==> src/rtl/dispenser_cafea_if.sv <==
// dispenser_cafea_if: selection inputs and dispenser outputs between the coin FSM and the dispenser
interface dispenser_cafea_if;
  logic [1:0] cafea;
  logic [1:0] rest;
  logic       busy;
  logic       pompa;
  logic       moneda;
  logic       gata;
  logic [7:0] cafele_servite;
  modport master (output cafea, rest, input busy, pompa, moneda, gata, cafele_servite);
  modport slave  (input cafea, rest, output busy, pompa, moneda, gata, cafele_servite);
endinterface

==> src/rtl/dispenser_cafea.sv <==
// dispenser_cafea: brews up to 3 coffees with pump/pause timing, then returns change coins
module dispenser_cafea #(
  parameter int unsigned BREW_CYCLES  = 8,
  parameter int unsigned PAUSE_CYCLES = 2
) (
  input  logic               clk,
  input  logic               reset,
  dispenser_cafea_if.slave   bus
);
  typedef enum logic [2:0] {IDLE, BREW, PAUSE, CHANGE, DONE} state_t;
  localparam logic [7:0] BREW_LD  = 8'(BREW_CYCLES - 1);
  localparam logic [7:0] PAUSE_LD = 8'(PAUSE_CYCLES - 1);
  state_t     state_q, state_d;
  logic [1:0] cup_q, cup_d, coin_q, coin_d;
  logic [7:0] timer_q, timer_d, served_q, served_d;
  logic       busy_q, busy_d, pompa_q, pompa_d, moneda_q, moneda_d, gata_q, gata_d;
  always_comb begin
    state_d  = state_q;
    cup_d    = cup_q;
    coin_d   = coin_q;
    timer_d  = timer_q;
    served_d = served_q;
    case (state_q)
      IDLE: if (bus.cafea != 2'd0 || bus.rest != 2'd0) begin
        cup_d   = bus.cafea;
        coin_d  = bus.rest;
        timer_d = bus.cafea != 2'd0 ? BREW_LD : 8'd0;
        state_d = bus.cafea != 2'd0 ? BREW : CHANGE;
      end
      BREW: if (timer_q != 8'd0) timer_d = timer_q - 8'd1;
      else begin
        cup_d    = cup_q - 2'd1;
        served_d = served_q + 8'd1;
        timer_d  = cup_q != 2'd1 ? PAUSE_LD : 8'd0;
        state_d  = cup_q != 2'd1 ? PAUSE : coin_q != 2'd0 ? CHANGE : DONE;
      end
      PAUSE: begin
        timer_d = timer_q != 8'd0 ? timer_q - 8'd1 : BREW_LD;
        state_d = timer_q != 8'd0 ? PAUSE : BREW;
      end
      // timer bit 0 doubles as the coin phase: 0 = pulse high, 1 = gap where the coin is retired
      CHANGE: if (timer_q == 8'd0) timer_d = 8'd1;
      else begin
        timer_d = 8'd0;
        coin_d  = coin_q - 2'd1;
        state_d = coin_q == 2'd1 ? DONE : CHANGE;
      end
      DONE:    state_d = IDLE;
      default: state_d = IDLE;
    endcase
    busy_d   = state_d != IDLE;
    pompa_d  = state_d == BREW;
    moneda_d = state_d == CHANGE && timer_d == 8'd0;
    gata_d   = state_d == DONE;
  end
  always_ff @(posedge clk) begin
    if (reset) begin
      state_q  <= IDLE;
      cup_q    <= '0;
      coin_q   <= '0;
      timer_q  <= '0;
      served_q <= '0;
      busy_q   <= 1'b0;
      pompa_q  <= 1'b0;
      moneda_q <= 1'b0;
      gata_q   <= 1'b0;
    end else begin
      state_q  <= state_d;
      cup_q    <= cup_d;
      coin_q   <= coin_d;
      timer_q  <= timer_d;
      served_q <= served_d;
      busy_q   <= busy_d;
      pompa_q  <= pompa_d;
      moneda_q <= moneda_d;
      gata_q   <= gata_d;
    end
  end
  assign bus.busy           = busy_q;
  assign bus.pompa          = pompa_q;
  assign bus.moneda         = moneda_q;
  assign bus.gata           = gata_q;
  assign bus.cafele_servite = served_q;
endmodule

==> src/flat_wrapper.sv <==
// flat-port wrapper written by rule: the top's interface ports become plain ports
module dispenser_cafea_flat 
#(
  parameter int unsigned BREW_CYCLES  = 8,
  parameter int unsigned PAUSE_CYCLES = 2
)
  (clk, reset, bus_cafea, bus_rest, bus_busy, bus_pompa, bus_moneda, bus_gata, bus_cafele_servite);
  dispenser_cafea_if bus_i ();
  input  logic clk;
  input  logic reset;
  input wire logic [$bits(bus_i.cafea)-1:0] bus_cafea;
  input wire logic [$bits(bus_i.rest)-1:0] bus_rest;
  output wire logic [$bits(bus_i.busy)-1:0] bus_busy;
  output wire logic [$bits(bus_i.pompa)-1:0] bus_pompa;
  output wire logic [$bits(bus_i.moneda)-1:0] bus_moneda;
  output wire logic [$bits(bus_i.gata)-1:0] bus_gata;
  output wire logic [$bits(bus_i.cafele_servite)-1:0] bus_cafele_servite;
  assign bus_i.cafea = bus_cafea;
  assign bus_i.rest = bus_rest;
  assign bus_busy = bus_i.busy;
  assign bus_pompa = bus_i.pompa;
  assign bus_moneda = bus_i.moneda;
  assign bus_gata = bus_i.gata;
  assign bus_cafele_servite = bus_i.cafele_servite;
  dispenser_cafea #(.BREW_CYCLES(BREW_CYCLES), .PAUSE_CYCLES(PAUSE_CYCLES)) u_core (.clk(clk), .reset(reset), .bus(bus_i));
endmodule
==> config.mk <==
export PLATFORM = sky130hd
export DESIGN_NAME = dispenser_cafea_flat
export DESIGN_NICKNAME = d
export VERILOG_FILES = /design/src/rtl/dispenser_cafea_if.sv /design/src/rtl/dispenser_cafea.sv /design/src/flat_wrapper.sv
export SDC_FILE = /design/constraint.sdc
export NUM_CORES = 1
export LEC_CHECK = 0
export CORE_MARGIN = 3
export CORE_UTILIZATION = 55
export CTS_BUF_LIST = sky130_fd_sc_hd__clkbuf_8
export DETAILED_ROUTE_END_ITERATION = 16
export GPL_ROUTABILITY_DRIVEN = 0
export PLACE_DENSITY_LB_ADDON = 0.05
export SETUP_SLACK_MARGIN = 0.4
export SYNTH_ARGS = -nofsm -noshare
export SYNTH_HDL_FRONTEND = slang
export SYNTH_SLANG_ARGS = --single-unit
==> constraint.sdc <==
create_clock -name clk -period 3.5 [get_ports clk]
set_input_delay 0.7 -clock clk [delete_from_list [all_inputs] [get_ports clk]]
set_output_delay 0.7 -clock clk [all_outputs]
set_load 0.03 [all_outputs]
# Word level (Yosys, flattened, before mapping)
# Index checks and enable logic that the tools add are counted.
dict set report totals {
  reg_bits 27
  latchBits 0
  ramBits 0
  romBits 0
  n_memories 0
}
dict set report classes {
  addsub 4
  mul 0
  div_mod_pow 0
  n_lt_le_gt_ge 0
  eq_ne 11
  shifts 0
  mux 22
  bitwise 1
  n_reduce_logical 15
}
# op n
set op_table {}
lappend op_table {{8-bit one-hot mux with 4 select lines} 1}
lappend op_table {{8-bit 2-to-1 mux} 3}
lappend op_table {{3-bit 2-to-1 mux} 7}
lappend op_table {{8-bit logical NOT} 2}
lappend op_table {{2-bit 2-to-1 mux} 6}
lappend op_table {{3-bit one-hot mux with 4 select lines} 1}
lappend op_table {{2-bit nonzero test} 5}
lappend op_table {{3-bit by 2-bit equality test with 1-bit output, second input constant} 3}
lappend op_table {{8-bit by 1-bit adder with 8-bit output, second input constant} 1}
lappend op_table {{2-bit one-hot mux with 2 select lines} 2}
lappend op_table {{8-bit nonzero test} 1}
lappend op_table {{8-bit by 1-bit subtractor with 8-bit output, second input constant} 1}
lappend op_table {{3-bit by 1-bit equality test with 1-bit output, second input constant} 2}
lappend op_table {{3-bit AND reduction} 2}
lappend op_table {{2-bit by 1-bit inequality test with 1-bit output, second input constant} 2}
lappend op_table {{2-bit inequality test, second input constant} 2}
lappend op_table {{2-bit by 1-bit subtractor with 2-bit output, second input constant} 2}
lappend op_table {{3-bit equality test, second input constant} 1}
lappend op_table {{3-bit logical NOT} 1}
lappend op_table {{3-bit nonzero test} 1}
lappend op_table {{2-bit by 1-bit equality test with 1-bit output, second input constant} 1}
lappend op_table {{1-bit 2-to-1 mux} 2}
lappend op_table {{2-bit AND reduction} 1}
lappend op_table {{1-bit logical AND} 1}
lappend op_table {{2 further kinds} 2}

# Logic depth before layout (Yosys ltp)
# Gate-level depths: netlist (run 1).
dict set report logic_depth {
  depth_word 7
  depth_mapped 8
  mapped_depth_nobuf 7
}

# Least setup slack after synthesis (run 1)
# Ideal clock, no wire load.
dict set report synth_path {
  path_kind {register to register}
  start {register u_core.timer_q[0]}
  end {register u_core.moneda_q, in the netlist u_core.bus.moneda}
  arrival_ns 1.888
  t_required_ns 3.412
  path_slack_ns 1.525
  stages_incl_launch_ff 8
  path_buffers 1
  period_less_slack_ns 1.975
  path_cell_list {dfxtp_1 -> inv_1 -> ha_1 -> or3b_1 -> clkbuf_1 -> nor3_4 -> a22oi_2 -> nor4_2}
}
dict set report synth_between {
  elab_chain_cells 5
  elab_cells_between_ends 15
}
# item line_no
set synth_rtl {}
lappend synth_rtl {{start, declared} dispenser_cafea.sv:15} ;# logic [7:0] timer_q, timer_d, served_q, served_d;
lappend synth_rtl {{start signal, assigned} dispenser_cafea.sv:71} ;# timer_q <= timer_d;
lappend synth_rtl {{8-bit by 1-bit subtractor with 8-bit output (tied with other cells)} {dispenser_cafea.sv:30, dispenser_cafea.sv:38}}
lappend synth_rtl {{8-bit 2-to-1 mux (tied with other cells)} dispenser_cafea.sv:38} ;# timer_d = timer_q != 8'd0 ? timer_q - 8'd1 : BREW_LD;
lappend synth_rtl {{8-bit one-hot mux with 4 select lines / 3-bit one-hot mux with 4 select lines (equally long branches)} dispenser_cafea.sv:23} ;# case (state_q)
lappend synth_rtl {{8-bit logical NOT / 3-bit by 2-bit equality test with 1-bit output (equally long branches)} dispenser_cafea.sv:53} ;# moneda_d = state_d == CHANGE && timer_d == 8'd0;
lappend synth_rtl {{1-bit logical AND (*)} dispenser_cafea.sv:53}
lappend synth_rtl {{end signal, assigned} dispenser_cafea.sv:75} ;# moneda_q <= moneda_d;
lappend synth_rtl {{end, declared} dispenser_cafea.sv:16} ;# logic busy_q, busy_d, pompa_q, pompa_d, moneda_q, moneda_d, gata_q, gata_d;
# Mark *: on every way between the ends. The rest lies on a longest branch, timed or not.
# A chain may end at the register's enable or synchronous reset.

# Worst setup path after layout (run 1)
# Ends and elaborated chain as after synthesis.

==> results of run 1 <==
[layout make-up]
| type | count | area, um2 |
|---|---|---|
| tap | 30 | 37.5 |
| timing repair buffer | 18 | 178 |
| multi-input combinational | 135 | 901 |
| clock buffer | 3 | 41.3 |
| fill | 235 | 828 |
| sequential | 27 | 541 |
| inverter | 9 | 33.8 |
| clock inverter | 1 | 7.51 |
[worst register-to-register path: stages, from the launching register on]
cell     delay [ns]
dfxtp_1        0.37
inv_1          0.12
ha_1           0.24
nor3b_2        0.40
nand2_1        0.34
o22a_1         0.30
o22a_1         0.26
nor4_2         0.30
[synthesized netlist by cell type (3+ instances only)]
master and n:
clkbuf_1 7, nor2b_1 3, o22a_1 3, dfxtp_1 27, nand3_1 5, nor2_1 24
a21oi_1 14, or2_2 3, xnor2_1 3, nor4_1 4, ha_1 5, o21ai_0 6
inv_1 9, nand2b_1 3, mux2i_1 4, nand2_1 8, a211oi_1 4, xor2_1 5
nor3_1 5, nand4_1 3
[final timing paths]
kind / startpoint / end / slack, ns
setup / recovery: u_core.timer_q[0] / u_core.bus.moneda / 1.08
hold / removal: u_core.coin_q[1] / u_core.coin_q[1] / 0.51
setup reg to reg: u_core.timer_q[0] / u_core.bus.moneda / 1.08
hold reg to reg: u_core.coin_q[1] / u_core.coin_q[1] / 0.51
[metrics by stage]
| step | utilization (%) | power (W) | instances | hold slack (ns) | setup slack, ns |
|---|---|---|---|---|---|
| 6_report | 67.7 | 0.00157 | 223 | 0.511 | 1.08 |
| 3_5_place_dp | 65.8 | 0.00136 | 219 | 0.490 | 0.904 |
| 4_1_cts | 67.7 | 0.00155 | 223 | 0.514 | 1.15 |
| 3_3_place_gp | 65.8 | 0.00134 | 219 | 0.468 | 1.01 |
| 2_1_floorplan | - | 0.00119 | 182 | 0.449 | 1.52 |
| 5_1_grt | 67.7 | 0.00168 | 223 | 0.531 | 0.974 |
[power by group]
part	total [W]	switching [W]	internal [W]
clock	0.000181	0.000100	0.0000808
sequential	0.000509	0.000117	0.000393
combinational	0.000878	0.000516	0.000362
total	0.00157	0.000732	0.000836
[per-layer routing]
metal	wire length (um)	global-route usage (%)	part of all wire [%]	vias to the layer above
li1	-	-	-	682
met1	1530	28.2	45	644
met2	1640	34.4	48	57
met3	201	3.29	5.9	7
met4	37	6.15	1.1	0
met5	0	0	0	-
[cells by family (layout without fill, tap and decap cells)]
kind of cell               after synthesis  in the layout
muxes                                    4              4
AOI/OAI and AO/OA                       49             49
adders and majority gates                5              5
buffers and inverters                   20             31
DFF                                     27             27
xor gates and xnor gates                 8              8
and+or+nand+nor                         69             69
[state kept, by name, indices dropped and copies added (netlist names)]
register                   count
u_core.bus.cafele_servite      8
u_core.timer_q                 8
u_core.state_q                 3
u_core.coin_q                  2
u_core.cup_q                   2
u_core.bus.busy                1
u_core.bus.gata                1
u_core.bus.moneda              1
u_core.bus.pompa               1
==> results_dict.tcl, run 1 <==
set metrics [dict create \
    finalCritPeriodShare_pct 69.1 \
    synth_compound_gate_area_share_pct 22.6 \
    clockBufferDepth 2 \
    antennaDiodeCount 0 \
    syn-num-nets 193 \
    ys_warn_count 0 \
    max_stage_delay_ns 0.40 \
    die_w_um 58.8 \
    yosys.area.top_type "dfxtp_1" \
    die-area_mm2 0.00346 \
    path_clk_slew_ns 0.10 \
    status "finished, final reports clean" \
    clock_sinks 27 \
    critPathMostFrequentCell "o22a_1" \
    startpoint_type "flip-flop" \
    leakage_nw 0.629 \
    stdcell_area_mm2 0.00174 \
    power_density_mw_per_mm2 902 \
    start_util_pct 59.7 \
    numCtsBuffers 3 \
    hold_buffers 0 \
    crit_fanout 10 \
    final_layout_size_suffix_gt1_share_pct 8.29 \
    viasPerCell 6.23 \
    rsz0062_at_grt "no" \
    final-max-slew-violation-count 0 \
    critical_path_arrival_ns 2.60 \
    synth_top_family_by_area "simple AND/OR/NAND/NOR gates" \
    routed-via-count 1390 \
    synth-seq-cells 27 \
    grt_pass1_vias 1240 \
    syn_inst 182 \
    clock_latency_ns 0.27 \
    place_area_mm2 0.00169 \
    grt_max_degree 25 \
    drc 0 \
    cts_tree "yes" \
    syn2layout_area_growth_pct 13.5 \
    slew_headroom_pct 59.5 \
    min_path_cells 2 \
    crit_type "reg2reg" \
    dr.first_iter.drc_count 68 \
    fin_skew_ns 0.00374 \
    synthSimpleGateAreaFrac_pct 24.9 \
    critPathRequiredTime_ns 3.68 \
    setup_viol 0 \
    tightest_slew_ns 0.602 \
    max-vdd-ir-drop_uv 559 \
    synth_mux_area_share_pct 2.61 \
    layout_commonest_cell "dfxtp_1" \
    detail-route-antenna-nets 0 \
    yosys.area.top_type_share_pct 35.3 \
    synth_xor_area_share_pct 4.57 \
    timing.fmax_mhz 413 \
    drt_wl_total_um 3410 \
    fin_crit_ns 2.42 \
    crit_family "simple AND/OR/NAND/NOR gates" \
    cp.buffers_inverters 1 \
    synthAdderAreaFrac_pct 4.08 \
    crit_cells 7 \
    critPathSlowestCell "nor3b_2" \
    path_cells "inv_1, ha_1, nor3b_2, nand2_1, o22a_1, o22a_1, nor4_2" \
    cts.htree.levels 1 \
    reg2reg_depth 7 \
    nNetsFinal 205 \
    ys_types 49 \
    synth_flop_cell "dfxtp_1" \
    portBuffers 17 \
    grt_usage_pct 20.9 \
    post-cts-setup-buffers 0 \
    syn_area_per_cell_um2 8.42 \
    hpwl_um 2400 \
    hold_path.class "reg2reg" \
    synth.area.top_cells "dfxtp_1 35%, nor2_1 5.9%, a21oi_1 4.6%" \
    wl_per_cell_um 15.3 \
    drv_cap 0 \
    end_kind "flip-flop" \
    cts-resized-gates 0 \
    fp.dieH_um 58.8 \
    pin_count 18 \
    netlist_area_mm2 0.00153 \
    synth_edf_count 0 \
    mostFrequentLayoutCells "27 x dfxtp_1, 24 x nor2_1, 17 x clkdlybuf4s50_1" \
    grt_antenna_before_repair 0 \
    finalHoldViolCount 0 \
    yosysSeqAreaShare_pct 35.3 \
    fp.coreArea_mm2 0.00257 \
    drtPass1Iterations 4 \
    num_rows 18 \
    overflow 0 \
    ys_async_sr_fraction_pct 0 \
    fin_setup_tns_ns 0 \
    grt_pass1_wl_um 5730 \
    root_buffer "clkbuf_8" \
]
Power figures use the tool's default switching activity.
==> inputs of run 2 (changes only) <==
--- a/config.mk
+++ b/config.mk
@@ -6,7 +6,7 @@
 export NUM_CORES = 1
 export LEC_CHECK = 0
 export CORE_MARGIN = 3
-export CORE_UTILIZATION = 55
+export CORE_UTILIZATION = 52
 export CTS_BUF_LIST = sky130_fd_sc_hd__clkbuf_8
 export DETAILED_ROUTE_END_ITERATION = 16
 export GPL_ROUTABILITY_DRIVEN = 0
==> constraint.sdc (replaced) <==
create_clock -name clk -period 2.1 [get_ports clk]
set_input_delay 0.42 -clock clk [delete_from_list [all_inputs] [get_ports clk]]
set_output_delay 0.42 -clock clk [all_outputs]
set_load 0.03 [all_outputs]
==> results_dict.tcl, run 2 (synthesis results as in run 1) <==
set metrics [dict create \
    clock_sinks 27 \
    fin_skew_ns 0.00275 \
    layout_commonest_cell "buf_4" \
    pin_count 18 \
    die-area_mm2 0.00363 \
    path_clk_slew_ns 0.10 \
    path_cells "inv_4, ha_4, buf_6, nor3b_4, buf_6, o211a_1, o22a_1, o22a_1, o221ai_1" \
    grt_pass1_vias 1522 \
    crit_family "compound AO/OA/AOI/OAI gates" \
    wl_met2_um 2170 \
    setup_viol 0 \
    start_util_pct 55.1 \
    hpwl_um 2780 \
    grt_max_degree 24 \
    hold_path.class "reg2reg" \
    max-vdd-ir-drop_uv 1420 \
    fin_util_pct 77.9 \
    fp.coreArea_mm2 0.00278 \
    slew_headroom_pct 70.0 \
    highest_layer "met4" \
    critPathSlowestCell "dfxtp_4" \
    clockBufferDepth 2 \
    setup_ws_ns 0.261 \
    routed-via-count 1601 \
    die_w_um 60.3 \
    drv_cap 0 \
    root_buffer "clkbuf_8" \
    rsz0062_at_grt "yes" \
    crit_fanout 4 \
    startpoint_type "flip-flop" \
    wl_met3_um 230 \
    grt_usage_pct 24.8 \
    finalHoldViolCount 0 \
    nNetsFinal 240 \
    power_density_mw_per_mm2 1620 \
    portBuffers 17 \
    grt_antenna_before_repair 0 \
    cp.buffers_inverters 3 \
    tightest_slew_ns 0.449 \
    antennaDiodeCount 0 \
    clock_latency_ns 0.27 \
    wl_per_cell_um 17.3 \
    pre_cts_slack_ns -0.00258 \
    nFillCells 180 \
    dr.first_iter.drc_count 105 \
    cts_tree "yes" \
    fp.dieH_um 60.3 \
    critPathRequiredTime_ns 2.25 \
    mostFrequentLayoutCells "28 x buf_4, 22 x nor2_1, 21 x dfxtp_1" \
    viasPerCell 6.18 \
    fin_crit_ns 1.84 \
    cts.htree.levels 1 \
    drc 0 \
    grt_pass1_wl_um 6900 \
    max_stage_delay_ns 0.37 \
    syn2layout_area_growth_pct 41.3 \
    drtPass1Iterations 5 \
    timing.fmax_mhz 544 \
    leakage_nw 0.955 \
    numCtsBuffers 3 \
    num_rows 19 \
    end_kind "flip-flop" \
    crit_type "reg2reg" \
    met1_length_um 1950 \
    finalCritPeriodShare_pct 87.6 \
    final-max-slew-violation-count 0 \
    final_layout_size_suffix_gt1_share_pct 34.6 \
    status "finished, final reports clean" \
    drt_wl_total_um 4480 \
    critical_path_arrival_ns 1.99 \
    detail-route-antenna-nets 0 \
    overflow 0 \
]
## run 2: cell count changes in the layout (fill, tap and decap cells not counted), sizes merged
cell           change
clkinvlp           -1
dlymetal6s2s       +5
clkinv             +1
buf               +35
clkdlybuf4s50     -15
dlygate4sd2       +10
## run 2: power breakdown
part	total, W	switching [W]	internal (W)
sequential	0.000810	0.000145	0.000665
clock	0.000303	0.000170	0.000133
combinational	0.00239	0.00122	0.00117
total	0.00350	0.00154	0.00196
## run 2: tightest hold or removal path, cell delays in order, from the launching register on
cell,delay (ns)
dfxtp_1,0.31
inv_1,0.09
a21oi_1,0.07
## run 2: repair_timing
item,CTS,global route
pin swaps,10,12
hold buffers,0,0
endpoints found under the setup margin,34,29
gates resized for setup,34,22
buffers inserted,14,5
## run 2: layout make-up
cell class | count | area, um2 | area share (%)
Inverter | 9 | 36.3 | 1.68
Tap cell | 31 | 38.8 | 1.79
Clock buffer | 3 | 41.3 | 1.91
Multi-Input combinational cell | 135 | 1020 | 47.1
Timing Repair Buffer | 53 | 470 | 21.7
Clock inverter | 1 | 5.00 | 0.231
Sequential cell | 27 | 553 | 25.5
## run 2: per-layer routing
layer	GRT usage, %	vias up
li1	-	753
met1	31.0	766
met2	40.3	61
met3	5.62	21
met4	11.1	0
met5	0	-
## run 2: stage by stage
stage | cells | area [um2] | setup TNS [ns] | hold WS, ns | power, W
detailed placement | 236 | 1820 | -0.00258 | 0.475 | 0.00251
global route | 259 | 2170 | 0 | 0.537 | 0.00369
CTS | 254 | 2040 | 0 | 0.491 | 0.00318
floorplan | 182 | 1550 | 0 | 0.449 | 0.00202
global placement | 236 | 1820 | 0 | 0.473 | 0.00248
finish | 259 | 2170 | 0 | 0.497 | 0.00350
## run 2: final timing paths
path | start | endpoint | slack, ns | cells after the start
worst min register to register | u_core.coin_q[1] | u_core.coin_q[1] | 0.50 | 2
worst max register to register | u_core.timer_q[0] | u_core.bus.busy | 0.26 | 9
worst min-delay path | u_core.coin_q[1] | u_core.coin_q[1] | 0.50 | 2
worst max-delay path | u_core.timer_q[0] | u_core.bus.busy | 0.26 | 9
